[src/rtl/shift_pkg.sv]
// Shared definitions for the multi-cycle shift sequencer: operand width,
// shift operation encodings, FSM state encoding and the amount zero-extender.
package shift_pkg;

  localparam int DATA_W = 32;

  typedef enum logic [1:0] {
    OP_SLL = 2'b00,
    OP_SRL = 2'b01,
    OP_SRA = 2'b10,
    OP_RSV = 2'b11
  } op_e;

  typedef enum logic [1:0] {
    S_IDLE  = 2'b00,
    S_SHIFT = 2'b01,
    S_FIN   = 2'b10
  } state_e;

  // Ext5 path: the 5-bit shift amount becomes a 32-bit value with the upper 27 bits clear.
  function automatic logic [DATA_W-1:0] zext_amt(input logic [4:0] amt);
    return {27'b0, amt};
  endfunction

endpackage

[src/rtl/shift_step.sv]
// One combinational shift step: shifts the accumulator by n (0..STEP) bits.
// The reserved opcode behaves as SLL.
module shift_step
  import shift_pkg::*;
#(
  parameter int NW = 4
) (
  input  logic [DATA_W-1:0] acc_i,
  input  logic [NW-1:0]     n_i,
  input  op_e               op_i,
  output logic [DATA_W-1:0] res_o
);

  // Select the shift flavour; SRA replicates the accumulator sign bit.
  always_comb begin
    res_o = acc_i;
    case (op_i)
      OP_SRL:  res_o = acc_i >> n_i;
      OP_SRA:  res_o = $unsigned($signed(acc_i) >>> n_i);
      default: res_o = acc_i << n_i;
    endcase
  end

endmodule

[src/rtl/shift_sequencer.sv]
// Multi-cycle shift controller replacing a full barrel shifter. The operand is
// shifted STEP bits per cycle; busy stalls the pipeline until the FIN state.
module shift_sequencer
  import shift_pkg::*;
#(
  parameter int STEP  = 1,
  parameter int WIDTH = 5
) (
  input  logic              clk,
  input  logic              rst_n,
  input  logic              start,
  input  logic              flush,
  input  logic [1:0]        op,
  input  logic              var_sel,
  input  logic [WIDTH-1:0]  shamt,
  input  logic [WIDTH-1:0]  rs_lo,
  input  logic [DATA_W-1:0] data_in,
  output logic [DATA_W-1:0] result,
  output logic              busy,
  output logic              done
);

  localparam int NW = 4;

  state_e            state_q, state_d;
  logic [WIDTH-1:0]  cnt_q, cnt_d;
  logic [DATA_W-1:0] acc_q, acc_d;
  logic [DATA_W-1:0] result_q, result_d;
  op_e               op_q, op_d;
  logic [NW-1:0]     n_s;
  logic [DATA_W-1:0] step_res_s;

  // Step size clamped to the remaining count so cnt can never wrap below zero.
  always_comb begin
    if (cnt_q > WIDTH'(STEP)) begin
      n_s = NW'(STEP);
    end else begin
      n_s = NW'(cnt_q);
    end
  end

  shift_step #(.NW(NW)) u_step (
    .acc_i (acc_q),
    .n_i   (n_s),
    .op_i  (op_q),
    .res_o (step_res_s)
  );

  // Next-state logic: latch request in IDLE, shift in SHIFT, publish on entry to FIN.
  always_comb begin
    state_d  = state_q;
    cnt_d    = cnt_q;
    acc_d    = acc_q;
    op_d     = op_q;
    result_d = result_q;
    case (state_q)
      S_IDLE: begin
        if (start && !flush) begin
          acc_d   = data_in;
          cnt_d   = WIDTH'(zext_amt(var_sel ? rs_lo : shamt));
          op_d    = op_e'(op);
          state_d = S_SHIFT;
        end else begin
          state_d = S_IDLE;
        end
      end
      S_SHIFT: begin
        if (flush) begin
          state_d = S_IDLE;
        end else if (cnt_q == '0) begin
          result_d = acc_q;
          state_d  = S_FIN;
        end else begin
          acc_d = step_res_s;
          cnt_d = cnt_q - WIDTH'(n_s);
        end
      end
      S_FIN: begin
        state_d = S_IDLE;
      end
      default: begin
        state_d = S_IDLE;
      end
    endcase
  end

  // State and datapath registers with asynchronous clear.
  always_ff @(posedge clk or negedge rst_n) begin
    if (!rst_n) begin
      state_q  <= S_IDLE;
      cnt_q    <= '0;
      acc_q    <= 32'h0000_0000;
      op_q     <= OP_SLL;
      result_q <= 32'h0000_0000;
    end else begin
      state_q  <= state_d;
      cnt_q    <= cnt_d;
      acc_q    <= acc_d;
      op_q     <= op_d;
      result_q <= result_d;
    end
  end

  // Status decodes depend only on the state register, never on inputs.
  assign busy   = (state_q != S_IDLE);
  assign done   = (state_q == S_FIN);
  assign result = result_q;

endmodule

[config.mk]
export PLATFORM = sky130hd
export DESIGN_NAME = shift_sequencer
export DESIGN_NICKNAME = d
export VERILOG_FILES = /design/src/rtl/shift_pkg.sv /design/src/rtl/shift_step.sv /design/src/rtl/shift_sequencer.sv
export SDC_FILE = /design/constraint.sdc
export NUM_CORES = 1
export LEC_CHECK = 0
export CAP_MARGIN = 20
export CORE_ASPECT_RATIO = 1.1
export CORE_MARGIN = 8
export CORE_UTILIZATION = 58
export CTS_CLUSTER_DIAMETER = 120
export DETAILED_ROUTE_END_ITERATION = 6
export PLACE_DENSITY = 0.91
export SLEW_MARGIN = 20
export SYNTH_ARGS = -nofsm -noshare
export SYNTH_HDL_FRONTEND = slang
export SYNTH_HIERARCHICAL = 1
export SYNTH_SLANG_ARGS = --single-unit
export TNS_END_PERCENT = 1
[constraint.sdc]
create_clock -name clk -period 2.77 [get_ports clk]
set_input_delay 0.277 -clock clk [delete_from_list [all_inputs] [get_ports clk]]
set_output_delay 0.277 -clock clk [all_outputs]
set_load 0.02 [all_outputs]
==> impl_metrics.toml <==
[outcome]
status = "completed"

[clocking]
htreeDepth = 3
worstSkewPairLatency_ns = 0.34
cts_tree = "yes"
cts_sinks = 73
path_clk_slew_ns = 0.07
root_buffer = "clkbuf_16"
clk_path_buf_depth = 2
numCtsBuffers = 9

[routing]
dr.pass1.iters = 7
dr_total_vias = 6697
wl_mm = 22.02
ant_nets = 0
drc = 0
via_per_inst = 6.911
dr.first_iter.drc_count = 928
wire_per_inst_um = 22.72

[yosys]
yosys.area.top_type_share_pct = 26.29
synth_top_cell_by_area = "dfrtp_1"
ys.flop_type = "dfrtp_1"
synth.most_common_cell = "nand2_1"
syn_inst = 754
synthTopCellsByCount = "nand2_1, nor2_1, mux2i_1"
synth.avg_cell_area_um2 = 9.215
yosysSeqAreaShare_pct = 26.29
synth_seq_cells = 73
ys_top_cells_by_area = "dfrtp_1, mux2_2, mux2i_1, mux4_2, nand2_1"
netlist_area_um2 = 6948
yosys_warnings = 6
synthArstFlopShare_pct = 100.0
ys_types = 72
synth-edff-count = 0

[power]
p_total_mw = 6.706
power_leakage_nw = 3.415
irDropWorstVdd_uv = 548.4
power_density_nw_per_um2 = 829.9

[global_route]
grt_pass1_wl_mm = 35.11
antenna_found_initial = 0
grtUsageTotal_pct = 28.04
grt_overflow = 0
grt_max_degree = 90
grt_pass1_vias = 6533

[setup_path]
crit_top_cell = "o21ai_0"
endpoint_kind = "flop"
crit_chain = "nor3_4, nand2_4, inv_2, buf_12, buf_4, mux2i_1, o21ai_0, a22oi_1, o21ai_0, nand2_1, a31oi_1"
cp.required_ns = 2.97
worst-path-max-fanout = 17
max_stage_delay_ns = 0.44
crit_type = "flop to flop"
crit_arrival_ns = 2.73
cp-start-kind = "flop"
cp.buffers_inverters = 3
crit_family = "buffers and inverters"
slowest_stage = "dfrtp_1"

[placed_design]
hpwlAfterDp_mm = 15.45
place_ws_ns = 0.1857
io_buffers = 82
place.gp.congestion = 1.031

[floorplanning]
start_util_pct = 58.50
rows = 42
dieArea_um2 = 15740
io_pins = 83
die_x_um = 120.4
fp.dieH_um = 130.8
core-area_um2 = 11880

[sta]
fin_crit_sh_pct = 91.20
maxSlewViolCount = 0
relSlewSlack_pct = 37.97
setup_viol = 0
rsz0062_at_grt = "false"
max_clock_freq_mhz = 395.9
fin_crit_ns = 2.526
tns_ns = 0
finalHoldViolCount = 0
worstMarginPinSlew_ns = 0.9304
finClkSkew_ns = 0.01123
layout_setup_ws_ns = 0.2439

[layout]
nFillCells = 941
syn_to_final_growth_pct = 16.30
drive_gt1_share_pct = 19.75
antennaDiodeCount = 0
nets = 862

[min_path]
hold_class = "primary input to asynchronous set/reset pin"

[flow_run]
maxCapViolations = 0
## layer usage
layer	up-vias	GRT usage, %	part of all wire (%)
met4	0	11.91	3.8
met5	-	0	0
met1	3211	37.43	40
met3	79	6.274	11
met2	500	43.26	46
li1	2907	-	-
## path summary, 6_finish.rpt
path	cells after the start	slack, ns	start	to
setup / recovery	11	0.24	cnt_q[1]$_DFFE_PN0P_	acc_q[4]$_DFFE_PN0P_
hold / removal	1	0.07	rst_n	acc_q[4]$_DFFE_PN0P_
setup reg to reg	11	0.24	cnt_q[1]$_DFFE_PN0P_	acc_q[4]$_DFFE_PN0P_
hold reg to reg	1	0.50	result[3]$_DFFE_PN0P_	result[3]$_DFFE_PN0P_
max in group asynchronous	1	2.08	rst_n	result[21]$_DFFE_PN0P_
min in group clk	1	0.50	result[3]$_DFFE_PN0P_	result[3]$_DFFE_PN0P_
## where the power goes
group | switching, mW | leakage (nW) | internal [mW]
clock | 0.461 | 0.149 | 0.747
sequential | 0.462 | 0.893 | 1.42
combinational | 1.93 | 2.37 | 1.69
## cell usage in the layout (no fill, tap or decap), types with 4 or more instances in the layout
cell,netlist,final
or2_2,5,5
o21ai_0,35,34
buf_4,11,31
o22ai_1,5,5
mux2_2,72,72
nor2_1,76,76
a21oi_1,32,32
inv_1,9,9
clkbuf_16,0,9
o21ai_1,5,6
mux2i_1,74,74
and2_1,5,5
clkdlybuf4s50_1,0,81
a22oi_1,6,6
nand3_1,9,9
a22o_1,4,4
mux4_1,11,11
o221ai_1,6,6
dfrtp_1,73,73
o211ai_1,7,7
mux4_2,23,23
nor3_1,6,6
a211oi_1,5,5
nand2_1,109,109
a31oi_1,39,39
## stage by stage
step | area, um^2 | cells | utilization (%) | hold slack (ns)
6_report | 8080 | 969 | 68.04 | 0.07281
5_1_grt | 8080 | 969 | 68.04 | 0.1541
4_1_cts | 8075 | 969 | 67.99 | 0.1043
3_5_place_dp | 7767 | 953 | 65.40 | 0.4643
3_3_place_gp | 7767 | 953 | 65.40 | 0.4561
2_1_floorplan | 6955 | 756 | - | -0.01859
## state kept, by name (all words and copies together) (netlist names)
register,flops
result,32
op_q,2
state_q,2
acc_q,32
cnt_q,5
## repair_timing
| action | CTS | global route |
|---|---|---|
| hold buffers | 0 | 0 |
| gates resized for setup | 0 | 2 |
| hold endpoints to repair | 0 | 0 |
| setup buffers | 0 | 0 |
| setup endpoints to repair | 0 | 5 |
## cell type report
cell class              count  area (um^2)  share of cell area (%)
multi-input cells         600         4624                   57.23
flip-flops and latches     73         1827                   22.61
repair buffers            114         1084                   13.41
clock buffers              12        256.5                   3.174
well taps                 154        192.7                   2.385
clock inverters             4        51.30                  0.6349
inverters                  12        45.04                  0.5574
## logic make-up after synthesis
logic type,Yosys count,share of synthesized area [%]
AND/OR/NAND/NOR,235,14.62
multiplexers,181,34.16
AO/OA/AOI/OAI,178,16.86
buffers and inverters,83,7.473
flip-flops,73,26.29
adder cells (fa/ha/maj),3,0.5403
other,1,0.05397
No activity file was read; power rests on OpenSTA's default activity.
